**config.mk**
```make
export PLATFORM = sky130hd
export DESIGN_NAME = mem_port_arbiter
export DESIGN_NICKNAME = d
export VERILOG_FILES = /design/src/rtl/mem_arb_pkg.sv /design/src/rtl/mem_arb_pick.sv /design/src/rtl/mem_port_arbiter.sv
export SDC_FILE = /design/constraint.sdc
export NUM_CORES = 1
export LEC_CHECK = 0
export CELL_PAD_IN_SITES_DETAIL_PLACEMENT = 1
export CELL_PAD_IN_SITES_GLOBAL_PLACEMENT = 2
export CORE_ASPECT_RATIO = 1.1
export CORE_MARGIN = 4
export CORE_UTILIZATION = 32
export CTS_CLUSTER_DIAMETER = 120
export DETAILED_ROUTE_END_ITERATION = 10
export DONT_BUFFER_PORTS = 1
export PLACE_DENSITY = 0.76
export SYNTH_ARGS = -nofsm -noshare
export SYNTH_HDL_FRONTEND = slang
export SYNTH_SLANG_ARGS = --single-unit
```
**constraint.sdc**
```tcl
create_clock -name clk -period 2.3 [get_ports clk]
set_input_delay 0.46 -clock clk [delete_from_list [all_inputs] [get_ports clk]]
set_output_delay 0.46 -clock clk [all_outputs]
set_load 0.02 [all_outputs]
```
**src/rtl/mem_arb_pkg.sv**
```systemverilog
// ============================================================================
// Module  : mem_arb_pkg
// Brief   : Shared encodings for the I/D memory port arbiter.
// Revision: 1.0
// ============================================================================
`default_nettype none

package mem_arb_pkg;

    typedef enum logic [1:0] {
        IDLE = 2'd0,
        REQ  = 2'd1,
        RESP = 2'd2
    } state_t;

    typedef enum logic {
        OWN_I = 1'b0,
        OWN_D = 1'b1
    } owner_t;

    localparam logic [3:0] BYTEEN_WORD = 4'b1111;

    // The memory sees word addresses only; the byte offset is carried by byteen.
    function automatic logic [31:0] word_align(input logic [31:0] addr);
        return {addr[31:2], 2'b00};
    endfunction

endpackage

`default_nettype wire

```
**src/rtl/mem_arb_pick.sv**
```systemverilog
// ============================================================================
// Module  : mem_arb_pick
// Brief   : Combinational I/D winner selection; D wins ties unless I is starved.
// Revision: 1.0
// ============================================================================
`default_nettype none

module mem_arb_pick (
    input  logic i_req,
    input  logic d_req,
    input  logic starve,
    output logic grant_i,
    output logic grant_d
);

    always_comb begin
        grant_i = i_req & (~d_req | starve);
        grant_d = d_req & ~(i_req & starve);
    end

endmodule

`default_nettype wire

```
**src/rtl/mem_port_arbiter.sv**
```systemverilog
// ============================================================================
// Module  : mem_port_arbiter
// Brief   : Shares one memory port between fetch (I) and load/store (D),
//           one transaction outstanding, D priority with a starvation guard.
// Revision: 1.0
// ============================================================================
`default_nettype none

module mem_port_arbiter
    import mem_arb_pkg::*;
#(
    parameter int unsigned STARVE_LIMIT = 4
) (
    input  logic        clk,
    input  logic        reset,

    input  logic        i_req,
    input  logic [31:0] i_addr,
    output logic        i_gnt,
    output logic        i_rvalid,
    output logic [31:0] i_rdata,

    input  logic        d_req,
    input  logic        d_we,
    input  logic [31:0] d_addr,
    input  logic [3:0]  d_byteen,
    input  logic [31:0] d_wdata,
    output logic        d_gnt,
    output logic        d_rvalid,
    output logic [31:0] d_rdata,

    output logic        mem_req,
    output logic        mem_we,
    output logic [31:0] mem_addr,
    output logic [3:0]  mem_byteen,
    output logic [31:0] mem_wdata,
    input  logic        mem_ready,
    input  logic        mem_rvalid,
    input  logic [31:0] mem_rdata
);

    localparam logic [3:0] c_STARVE_MAX = 4'(STARVE_LIMIT);

    state_t      r_state;
    owner_t      r_owner;
    logic        r_mem_req;
    logic        r_we;
    logic [31:0] r_addr;
    logic [3:0]  r_byteen;
    logic [31:0] r_wdata;
    logic [3:0]  r_streak;

    logic        w_starve;
    logic        w_grant_i;
    logic        w_grant_d;
    logic        w_arb_open;
    logic        w_resp_hit;

    assign w_starve = (r_streak == c_STARVE_MAX);

    mem_arb_pick u_pick (
        .i_req   (i_req),
        .d_req   (d_req),
        .starve  (w_starve),
        .grant_i (w_grant_i),
        .grant_d (w_grant_d)
    );

    // Grants and read returns are combinational, so they are masked during
    // reset to keep every output at zero while reset is held.
    assign w_arb_open = (r_state == IDLE) & ~reset;
    assign w_resp_hit = (r_state == RESP) & mem_rvalid & ~reset;

    assign i_gnt    = w_arb_open & w_grant_i;
    assign d_gnt    = w_arb_open & w_grant_d;
    assign i_rvalid = w_resp_hit & (r_owner == OWN_I);
    assign d_rvalid = w_resp_hit & (r_owner == OWN_D);
    assign i_rdata  = i_rvalid ? mem_rdata : 32'h0;
    assign d_rdata  = d_rvalid ? mem_rdata : 32'h0;

    assign mem_req    = r_mem_req;
    assign mem_we     = r_we;
    assign mem_addr   = r_addr;
    assign mem_byteen = r_byteen;
    assign mem_wdata  = r_wdata;

    always_ff @(posedge clk) begin
        if (reset) begin
            r_state   <= IDLE;
            r_owner   <= OWN_I;
            r_mem_req <= 1'b0;
            r_we      <= 1'b0;
            r_addr    <= 32'h0;
            r_byteen  <= 4'h0;
            r_wdata   <= 32'h0;
            r_streak  <= 4'h0;
        end else begin
            case (r_state)
                IDLE: begin
                    if (w_grant_d) begin
                        r_state   <= REQ;
                        r_mem_req <= 1'b1;
                        r_owner   <= OWN_D;
                        r_we      <= d_we;
                        r_addr    <= word_align(d_addr);
                        r_byteen  <= d_we ? d_byteen : BYTEEN_WORD;
                        r_wdata   <= d_we ? d_wdata  : 32'h0;
                        // Only D wins taken over a waiting I count toward starvation.
                        if (!i_req) begin
                            r_streak <= 4'h0;
                        end else if (!w_starve) begin
                            r_streak <= r_streak + 4'h1;
                        end
                    end else if (w_grant_i) begin
                        r_state   <= REQ;
                        r_mem_req <= 1'b1;
                        r_owner   <= OWN_I;
                        r_we      <= 1'b0;
                        r_addr    <= word_align(i_addr);
                        r_byteen  <= BYTEEN_WORD;
                        r_wdata   <= 32'h0;
                        r_streak  <= 4'h0;
                    end
                end
                REQ: begin
                    if (mem_ready) begin
                        r_mem_req <= 1'b0;
                        // Stores are posted: no response phase.
                        r_state   <= r_we ? IDLE : RESP;
                    end
                end
                RESP: begin
                    if (mem_rvalid) begin
                        r_state <= IDLE;
                    end
                end
                default: begin
                    r_state   <= IDLE;
                    r_mem_req <= 1'b0;
                end
            endcase
        end
    end

endmodule

`default_nettype wire

```
Word level (Yosys, flattened, before mapping):

Cells that the tools add are included.

* register bits: 77
* output and inout bits: 138

* bitwise operators: 16
* add/sub/neg operators: 1
* mux-type cells: 27
* eq/ne operators: 7
* reductions and logical operators: 6

Operator list (number)
* 2-to-1 mux 32 bit: 7
* 2-to-1 mux 4 bit: 7
* bitwise AND 1 bit: 10
* 2-to-1 mux 2 bit: 5
* AND reduction 3 bit: 3
* 2-to-1 mux 1 bit: 6
* inequality test 3 bit, second input constant: 2
* case mux 2 bit (3 select lines): 1
* NOT 1 bit: 5
* adder 4 x 1 -> 4 bit, second input constant: 1
* == test 4 x 3 -> 1 bit, second input constant: 1
* inequality test 2 bit, second input constant: 2
* case mux 1 bit (3 select lines): 1
* == test 2 x 1 -> 1 bit, second input constant: 1
* == test 2 bit, second input constant: 1
* zero test 2 bit: 1
* AND reduction 2 bit: 1
* nonzero test 2 bit: 1
* bitwise OR 1 bit: 1

Depth between registers and ports, before layout:

Gate-level depths: netlist of the first run.

* depth after elaboration: 6
* mapped depth: 6
* mapped depth without buffers: 5

Hierarchy:

A second synthesis of the first run with hierarchy kept.

* cells, all modules: 433
* area total of the unflattened synthesis: 3612.2 µm²

By module, submodules not included
* mem_port_arbiter: times used 1, area an instance 3593.4 µm², sequential area each 1501.4 µm², cells each 430
* mem_arb_pick: times used 1, area an instance 18.8 µm², sequential area each 0.0 µm², cells each 3

Worst setup path after synthesis of the first run:

Ideal clock, no wire load.

* kind: input -> output
* from: in reset
* to: out i_rdata[22]
* stages on the path: 5
* path slack: 0.082 ns
* arrival: 1.758 ns
* cell sequence: buf_2 > nand3b_1 > nor3_1 > clkbuf_1 > and2_1

* cells in the longest elaborated chain, start to end: 4

Ends and longest elaborated chain
* start, declared: line mem_port_arbiter.sv:15 `input logic reset,`
* NOT 1 bit: line mem_port_arbiter.sv:72 `assign w_resp_hit = (r_state == RESP) & mem_rvalid & ~reset;`
* bitwise AND 1 bit: line mem_port_arbiter.sv:72
* bitwise AND 1 bit: line mem_port_arbiter.sv:76 `assign i_rvalid = w_resp_hit & (r_owner == OWN_I);`
* net i_rvalid: line mem_port_arbiter.sv:20 `output logic i_rvalid,`
* 2-to-1 mux 32 bit: line mem_port_arbiter.sv:78 `assign i_rdata = i_rvalid ? mem_rdata : 32'h0;`
* end, declared: line mem_port_arbiter.sv:21 `output logic [31:0] i_rdata,`

The timed path passes the listed nets, and every way through them passes these cells.

Worst setup path in the final report of the first run:

* from: reg r_state[1]
* to: out i_rdata[1]

* cells in the longest elaborated chain, start to end: 5

Ends and longest elaborated chain
* start, declared: line mem_port_arbiter.sv:44 `state_t r_state;`
* start signal, assigned: line mem_port_arbiter.sv:129 `r_state <= r_we ? IDLE : RESP;`
* == test 2 bit: line mem_port_arbiter.sv:72
* bitwise AND 1 bit (2 in series): line mem_port_arbiter.sv:72
* bitwise AND 1 bit: line mem_port_arbiter.sv:76
* net i_rvalid: line mem_port_arbiter.sv:20
* 2-to-1 mux 32 bit: line mem_port_arbiter.sv:78

The timed path passes the listed nets, and every way through them passes these cells.

==> results of run 1 <==
==> state kept, by name, summed over array words and instances, names as in the netlist <==
signal,count
mem_byteen,4
mem_wdata,32
r_streak,4
mem_we,1
mem_req,1
mem_addr,30
r_state,2
r_owner,1
==> where the power goes <==
part	internal, mW	switching, mW	total [mW]
clock network	0.761	0.615	1.38
registers	1.40	0.199	1.60
logic	0.137	0.187	0.324
total	2.30	1.00	3.30
==> logic make-up (layout without fill, tap and decap cells) <==
logic type               Yosys count  in the layout  synth area share, %
other                              1              2                0.106
AND/OR/NAND/NOR                  123            123                 20.9
adder cells (fa/ha/maj)            2              2                0.706
buffers and inverters             49             36                 6.64
flip-flops                        75             75                 42.4
XOR/XNOR                           1              1                0.247
AO/OA/AOI/OAI                    144            144                 29.0
==> path summary, 6_finish.rpt <==
kind	from	to	slack (ps)
setup reg to reg	r_streak[0]	mem_wdata[19]	510
setup / recovery	r_state[1]	i_rdata[1]	190
hold / removal	reset	mem_addr[28]	200
hold reg to reg	r_streak[1]	r_streak[1]	510
==> worst max-delay path: cells and delay by family, from the launching register on <==
family,cells,cell delay (ps)
buf+inv,1,300
simple gates,3,600
flops,1,400
==> repair_timing <==
item,4_1_cts,5_1_grt
setup endpoints to repair,0,42
gates resized for setup,0,2
hold endpoints to repair,0,0
==> per-layer routing <==
layer / up-vias / global-route usage [%]
li1: 1425 / -
met1: 1510 / 20.7
met2: 174 / 30.6
met3: 19 / 6.66
met4: 0 / 4.10
met5: - / 0
==> synth_stat cells <==
master	number	area share, %
sky130_fd_sc_hd__dfxtp_1	75	42
sky130_fd_sc_hd__and2_1	64	11
sky130_fd_sc_hd__a21oi_1	38	5.4
sky130_fd_sc_hd__nand3_1	35	4.9
sky130_fd_sc_hd__o21ai_0	34	4.8
sky130_fd_sc_hd__a311oi_1	31	7.7
sky130_fd_sc_hd__clkbuf_1	30	3.2
sky130_fd_sc_hd__a22o_2	22	6.2
sky130_fd_sc_hd__a22o_1	10	2.5
sky130_fd_sc_hd__nor2_1	6	0.64
sky130_fd_sc_hd__buf_2	5	0.71
sky130_fd_sc_hd__buf_6	5	1.6
sky130_fd_sc_hd__inv_1	5	0.53
sky130_fd_sc_hd__o221a_2	4	1.3
sky130_fd_sc_hd__nand2_1	3	0.32
sky130_fd_sc_hd__nand3b_1	3	0.64
sky130_fd_sc_hd__nor3b_1	3	0.64
sky130_fd_sc_hd__buf_1	2	0.21
sky130_fd_sc_hd__buf_4	2	0.42
sky130_fd_sc_hd__ha_1	2	0.71
sky130_fd_sc_hd__a2111oi_0	1	0.25
sky130_fd_sc_hd__a211oi_1	1	0.21
sky130_fd_sc_hd__and4b_1	1	0.28
sky130_fd_sc_hd__and4bb_2	1	0.35
sky130_fd_sc_hd__conb_1	1	0.11
sky130_fd_sc_hd__nand4b_1	1	0.25
sky130_fd_sc_hd__nor2_2	1	0.18
sky130_fd_sc_hd__nor3_1	1	0.14
sky130_fd_sc_hd__nor4_4	1	0.60
sky130_fd_sc_hd__o21ba_2	1	0.28
sky130_fd_sc_hd__o21bai_1	1	0.21
sky130_fd_sc_hd__o32ai_1	1	0.25
sky130_fd_sc_hd__or2_0	1	0.18
sky130_fd_sc_hd__or2_1	1	0.18
sky130_fd_sc_hd__or3_4	1	0.32
sky130_fd_sc_hd__xnor2_1	1	0.25
==> metrics by stage <==
stage                     instance area [um2]  setup WS (ps)  cells
after floorplan                          3550           81.8    396
after global routing                     3940           62.2    530
after global placement                   3640            451    514
after CTS                                3940           77.2    530
after detailed placement                 3640            415    514
final                                    3940            195    530
==> cell type report <==
type / instances / share of cell area [%]
multi-input cells: 272 / 46.3
flip-flops and latches: 75 / 38.1
clock buffers: 9 / 5.71
well taps: 147 / 4.67
repair buffers: 15 / 2.95
clock inverters: 7 / 1.71
inverters: 5 / 0.476
==> results.md, run 1 <==
| Metric | This run | Unit |
|---|---|---|
| Run status | completed | - |
| Net count of the finished layout | 519 | - |
| Setup total negative slack | 0 | ps |
| Bufs on Longest Clock Path | 2 | - |
| Endpoint arrival time on the critical path | 1650 | ps |
| Number of setup buffers added after CTS | 0 | - |
| Detailed-route wire length on metal 1 | 4820 | um |
| Endpoint class of the critical path | output port | - |
| Worst Reg2Reg Path Length in Cells | 6 | - |
| Met3 layer wire length in the routed design | 1330 | um |
| Fraction of final layout cells with drive strength greater than 1 | 17.5 | % |
| Final Hold Slack | 200 | ps |
| Synthesized netlist cell count | 395 | - |
| PortBufs | 0 | - |
| I/O Pins | 277 | - |
| Power density normalized to cell area | 837 | nW/um2 |
| Floorplan die area | 12800 | um2 |
| Instance count along the most critical hold path | 1 | - |
| Total grt overflow | 0 | - |
| Fillcell total | 1251 | - |
| Number of nets still failing antenna checks after routing | 0 | - |
| Slowest stage cell, crit path | sky130_fd_sc_hd__dfxtp_2 | - |
| Via density | 5.90 | - |
| Max incr delay on CP | 400 | ps |
| Category of the most critical setup path | reg -> out | - |
| Post-synthesis sequential element count | 75 | - |
| Gp weighted congestion | 0.721 | - |
| Std-Cell Core Area | 10900 | um2 |
| Reg clk slew, reported paths | 70 | ps |
| Worst IR drop on VDD | 376 | uV |
| Setup repair after global routing missed its margin | false | - |
| Static leakage power | 1.44 | nW |
| Final Skew | 7.62 | ps |
| Detailed-route wire length | 12200 | um |
| CTS tree | yes | - |
| CTS Sinks | 75 | - |
| Hold Vio Cnt, Final | 0 | - |
| Violation count after the first detailed-route iteration | 223 | - |
| Setup Viol. Count Final | 0 | - |
| Crit-path cells | nand3b_1, nor3_2, buf_4, and2_1 | - |
| CTS Root Cell | sky130_fd_sc_hd__clkbuf_16 | - |
| Path type of the worst min-delay path | in -> reg | - |
| Register area share after synthesis | 42.4 | % |
| Critical Path Start Type | flop | - |
| N_diodes | 0 | - |
| Via count | 3128 | - |
| Leading cell type in the layout, fill and taps excluded | sky130_fd_sc_hd__dfxtp_1 | - |
| Number of global-route vias before repair | 3181 | - |
| Routed len/inst | 23.0 | um |
| Area added between synthesis and finish | 11.2 | % |
| Total global-route track usage | 17.8 | % |
| Pin count of the biggest net entering global routing | 46 | - |
| Remaining routing DRC violations | 0 | - |
| Combined flip-flop and latch cell area | 1500 | um2 |
| Initial cell density of the core | 32.6 | % |
| Number of search-and-repair iterations in the first detailed-routing pass | 4 | - |
| Total length of routed met2 wires | 5880 | um |
| Count of hold buffers inserted by post-cts repair | 0 | - |
| Number of warning messages in the yosys log | 0 | - |
| Sum of internal, switching and leakage power | 3.30 | mW |
| Max Cap Viol | 0 | - |
| Share of the cycle needed by the critical path after routing | 91.5 | % |
| Worst skew pair latency | 330 | ps |
| Top layer used by detailed routing | met4 | - |
| Height of the die | 118 | um |
| Most frequent cells in the layout | sky130_fd_sc_hd__dfxtp_1, sky130_fd_sc_hd__and2_1, sky130_fd_sc_hd__a21oi_1 | - |
| Highest Clock Rate | 0.475 | GHz |
| Multi-input gate area in the final layout | 1830 | um2 |
| H-tree lvl count | 3 | - |
| Minimum period implied by the final worst setup slack | 2110 | ps |
| Number of antenna violations at the first check in global routing | 0 | - |
| Number of pins exceeding their max-slew limit in the final report | 0 | - |
| Detailed-placement wirelength estimate | 8770 | um |
| WP data required | 1840 | ps |
| Synth Area per Inst | 8.97 | um2 |
| CTS Buf Count | 9 | - |
| Netlist area before placement | 3540 | um2 |
| Die width | 108 | um |
| Global-route wire length before repair | 18300 | um |
| Rows | 40 | - |
| Post-synth cell types | 36 | - |
| Final core occ | 36.3 | % |
| Largest driver fanout on the critical path | 33 | - |
(Power assumes the default switching activity.)
==> run 2, diff against run 1 <==
--- a/config.mk
+++ b/config.mk
@@ -9,11 +9,12 @@
 export CELL_PAD_IN_SITES_GLOBAL_PLACEMENT = 2
 export CORE_ASPECT_RATIO = 1.1
 export CORE_MARGIN = 4
-export CORE_UTILIZATION = 32
+export CORE_UTILIZATION = 31
 export CTS_CLUSTER_DIAMETER = 120
 export DETAILED_ROUTE_END_ITERATION = 10
 export DONT_BUFFER_PORTS = 1
-export PLACE_DENSITY = 0.76
+export PLACE_DENSITY_LB_ADDON = 0.1
 export SYNTH_ARGS = -nofsm -noshare
 export SYNTH_HDL_FRONTEND = slang
+export SYNTH_HIERARCHICAL = 1
 export SYNTH_SLANG_ARGS = --single-unit
==> run 2 against run 1 <==
  * Critical path depth decreased by 1
  * Maximum frequency decreased by 3.6%
  * Synthesized cell count increased by 9.6%
  * Hold slack improved by 3.0 ps
  * Via count decreased by 0.70%
  * Critical path type unchanged
  * Non-clock buffer count unchanged
  * Largest cell class unchanged
  * Synthesized area increased by 1.9%
  * Critical endpoint is now d_rdata[20]
  * Combinational power increased by 23%
==> results.md, run 2 <==
| Metric | This run | Unit | vs previous |
|---|---|---|---|
| Clock network power share | 41.7 | % | about the same |
| Synth area leaders | sky130_fd_sc_hd__dfxtp_1, sky130_fd_sc_hd__and2_1, sky130_fd_sc_hd__a21oi_1 | - | was sky130_fd_sc_hd__dfxtp_1, sky130_fd_sc_hd__and2_1, sky130_fd_sc_hd__a311oi_1 |
| WP data required | 1840 | ps | about the same |
| Number of warning messages in the yosys log | 6 | - | was 0 |
| Number of nets still failing antenna checks after routing | 0 | - | unchanged |
| Most used flip-flop cell after synthesis | sky130_fd_sc_hd__dfxtp_1 | - | unchanged |
| Startpoint of the most critical register-to-register path | r_streak[1] | - | was r_streak[0] |
| Slowest stage cell, crit path | sky130_fd_sc_hd__dfxtp_1 | - | was sky130_fd_sc_hd__dfxtp_2 |
| Area fraction in compound gates after synthesis | 23.4 | % | was 29.0% |
| Via count | 3106 | - | was 3128 |
| Synthesized netlist cell count | 433 | - | was 395 |
| Final core occ | 36.3 | % | about the same |
| CTS Sinks | 75 | - | unchanged |
| Total grt overflow | 0 | - | unchanged |
| Total length of routed met2 wires | 5670 | um | was 5880 um |
| Detailed-route wire length on metal 1 | 4860 | um | was 4820 um |
| Routed len/inst | 20.5 | um | was 23.0 um |
| Total global-route track usage | 16.5 | % | was 17.8% |
| Critical Path Start Type | flop | - | unchanged |
| CTS tree | yes | - | unchanged |
| Via density | 5.43 | - | was 5.90 |
| Top cells by count, synth | sky130_fd_sc_hd__dfxtp_1, sky130_fd_sc_hd__a21oi_1, sky130_fd_sc_hd__and2_1 | - | was sky130_fd_sc_hd__dfxtp_1, sky130_fd_sc_hd__and2_1, sky130_fd_sc_hd__a21oi_1 |
| Sequential fraction of design power | 46.7 | % | was 48.5% |
| Height of the die | 121 | um | was 118 um |
| Power share of the combinational group | 11.6 | % | was 9.8% |
| Rows | 41 | - | was 40 |
| Minimum setup slack after placement | 101 | ps | was 415 ps |
| Hold Vio Cnt, Final | 0 | - | unchanged |
| Floorplan die area | 13400 | um2 | was 12800 um2 |
| Worst-case headroom to the max-slew limit | 63.9 | % |  |
| Crit-path cells | nor3b_2, buf_4, and2_1 | - | was nand3b_1, nor3_2, buf_4, and2_1 |
| Violation count after the first detailed-route iteration | 180 | - | was 223 |
| CTS Buf Count | 9 | - | unchanged |
| Placed Area | 3820 | um2 | was 3640 um2 |
| Number of search-and-repair iterations in the first detailed-routing pass | 4 | - | unchanged |
| N_diodes | 0 | - | unchanged |
| Worst R2R End | r_streak[3] | - | was mem_wdata[19] |
| Detailed-route wire length | 11800 | um | was 12200 um |
| Internal Pwr Total | 2.44 | mW | was 2.30 mW |
| Netlist area before placement | 3610 | um2 | was 3540 um2 |
| Max Cap Viol | 0 | - | unchanged |
| Top layer used by detailed routing | met4 | - | unchanged |
| Largest driver fanout on the critical path | 33 | - | unchanged |
| Fillcell total | 1360 | - | was 1251 |
| Die width | 111 | um | was 108 um |
| Combinational family with the most area after synthesis | compound AO/OA/AOI/OAI gates | - | unchanged |
| Initial cell density of the core | 31.6 | % | was 32.6% |
| Worst IR drop on VDD | 294 | uV | was 376 uV |
| Flip-flop count of the largest register, all copies and words added | 32 | - | unchanged |
| Capturing element of the worst setup path | d_rdata[20] | - | was i_rdata[1] |
| Minimum period implied by the final worst setup slack | 2180 | ps | was 2110 ps |
| Net switching power of the design | 995 | uW | was 1.00 mW |
| Reg clk slew, reported paths | 60 | ps | was 70 ps |
| Share of the cycle needed by the critical path after routing | 95.0 | % | was 91.5% |
| Max incr delay on CP | 470 | ps | was 400 ps |
| Global-route wire length before repair | 17700 | um | was 18300 um |
| XOR/XNOR Fraction of Synth Area | 0 | % | was 0.247% |
| Async set or reset register ratio after synthesis | 0 | % | unchanged |
| Pin count of the biggest net entering global routing | 79 | - | was 46 |
| CTS Root Cell | sky130_fd_sc_hd__clkbuf_16 | - | unchanged |
| Critical Path Source | r_state[0] | - | was r_state[1] |
| Static leakage power | 1.53 | nW | was 1.44 nW |
| Highest Clock Rate | 0.458 | GHz | was 0.475 GHz |
| Std-Cell Core Area | 11400 | um2 | was 10900 um2 |
| Met3 layer wire length in the routed design | 1050 | um | was 1330 um |
| Yosys top cell area share | 41.6 | % | was 42.4% |
| Gp weighted congestion | 0.749 | - | was 0.721 |
| Setup Viol. Count Final | 0 | - | unchanged |
| PortBufs | 0 | - | unchanged |
| Fraction of final layout cells with drive strength greater than 1 | 11.1 | % | was 17.5% |
| Endpoint arrival time on the critical path | 1720 | ps | was 1650 ps |
| Summed area of non-filler cells in the final layout | 4150 | um2 | was 3940 um2 |
| Number of antenna violations at the first check in global routing | 0 | - | unchanged |
| Most frequent cells in the layout | sky130_fd_sc_hd__dfxtp_1, sky130_fd_sc_hd__a21oi_1, sky130_fd_sc_hd__and2_1 | - | was sky130_fd_sc_hd__dfxtp_1, sky130_fd_sc_hd__and2_1, sky130_fd_sc_hd__a21oi_1 |
| Final Skew | 8.62 | ps | was 7.62 ps |
| H-tree lvl count | 3 | - | unchanged |
| Post-synth cell types | 37 | - | was 36 |
| Number of pins exceeding their max-slew limit in the final report | 0 | - | unchanged |
| Switching portion of total power | 29.0 | % | was 30.3% |
| Count leader, synth | sky130_fd_sc_hd__dfxtp_1 | - | unchanged |
| Count of flip-flops with a built-in enable after synthesis | 0 | - | unchanged |
| Power density normalized to cell area | 828 | nW/um2 | was 837 nW/um2 |
| Fraction of the mapped netlist area in adder cells | 0.693 | % | was 0.706% |
| Worst skew pair latency | 340 | ps | was 330 ps |
| Register area share after synthesis | 41.6 | % | was 42.4% |
| Run status | completed | - | unchanged |
| Bufs on Longest Clock Path | 2 | - | unchanged |
| Flop-to-flop setup slack | 250 | ps | was 510 ps |
| Multiplexer share of the synthesized area | 8.31 | % | was 0% |
| Post-synthesis sequential element count | 75 | - | unchanged |
| Category of the most critical setup path | reg -> out | - | unchanged |
| Area added between synthesis and finish | 14.8 | % | was 11.2% |
| Endpoint class of the critical path | output port | - | unchanged |
| Worst Reg2Reg Path Length in Cells | 8 | - | was 6 |
| Leading cell type in the layout, fill and taps excluded | sky130_fd_sc_hd__dfxtp_1 | - | unchanged |
| Path type of the worst min-delay path | in -> reg | - | unchanged |
| Detailed-placement wirelength estimate | 8500 | um | was 8770 um |
| I/O Pins | 277 | - | unchanged |
| Cell accounting for the most synthesized area | sky130_fd_sc_hd__dfxtp_1 | - | unchanged |
| Count of hold buffers inserted by post-cts repair | 0 | - | unchanged |
| Final Hold Slack | 203 | ps | was 200 ps |
| Worst Max-Slew Pin Slew | 541 | ps |  |
| Worst Slack Setup Final | 116 | ps | was 195 ps |
| Net count of the finished layout | 558 | - | was 519 |
| Number of global-route vias before repair | 3097 | - | was 3181 |
| Remaining routing DRC violations | 0 | - | unchanged |
| Synth Area per Inst | 8.34 | um2 | was 8.97 um2 |
| Simple-gate area share of the yosys netlist | 20.1 | % | was 20.9% |
run 2: metrics by stage:
step	cells	total power [mW]	setup TNS, ps
2_1_floorplan	434	1.92	0
3_3_place_gp	555	2.03	0
3_5_place_dp	555	2.04	0
4_1_cts	572	3.50	0
5_1_grt	572	3.61	-0.0637
6_report	572	3.43	0
run 2: cell type report:
type / instances / area, um2 / area share [%]
multi-input cells: 311 / 1960 / 47.2
flip-flops and latches: 75 / 1500 / 36.2
clock buffers: 10 / 239 / 5.76
well taps: 150 / 188 / 4.52
repair buffers: 15 / 175 / 4.22
clock inverters: 6 / 65.1 / 1.57
inverters: 5 / 18.8 / 0.452
run 2: power by group through the flow:
stage               clock network (mW)  registers [mW]  logic (mW)
floorplan                            0            1.60       0.323
global placement                     0            1.64       0.395
detailed placement                   0            1.64       0.406
CTS                               1.48            1.61       0.408
global route                      1.53            1.62       0.455
finish                            1.43            1.61       0.398
run 2: logic make-up (layout without fill, tap and decap cells):
group                      after synthesis  after routing
AOI/OAI and AO/OA                      146            146
and+or+nand+nor                        131            131
DFF                                     75             75
buffers and inverters                   48             36
muxes                                   30             30
adders and majority gates                2              2
other                                    1              2
run 2: what timing repair did:
action                                  CTS  global route
buffers inserted                          1             0
pin swaps                                 1             0
gates resized for setup                   2             3
endpoints found under the setup margin    2             7
run 2: worst min path at each step:
| stage | start | to | slack [ps] | depth (start not counted) |
|---|---|---|---|---|
| CTS | reset | mem_wdata[5] | 190 | 1 |
| detailed placement | r_streak[3] | r_streak[3] | 490 | 1 |
| global route | reset | r_streak[2] | 190 | 1 |
| floorplan | r_streak[3] | r_streak[3] | 450 | 1 |
| global placement | r_streak[3] | r_streak[3] | 470 | 1 |
| finish | reset | mem_wdata[0] | 200 | 1 |
run 2: metal layers:
metal | global-route usage [%] | up-vias
li1 | - | 1475
met4 | 6.47 | 0
met1 | 21.0 | 1496
met5 | 0 | -
met3 | 5.64 | 12
met2 | 25.7 | 123
run 2: worst max-delay path: cells and delay by family (launching register included):
family	cells	cell delay, ps
flops	1	470
buf+inv	1	320
simple gates	2	600
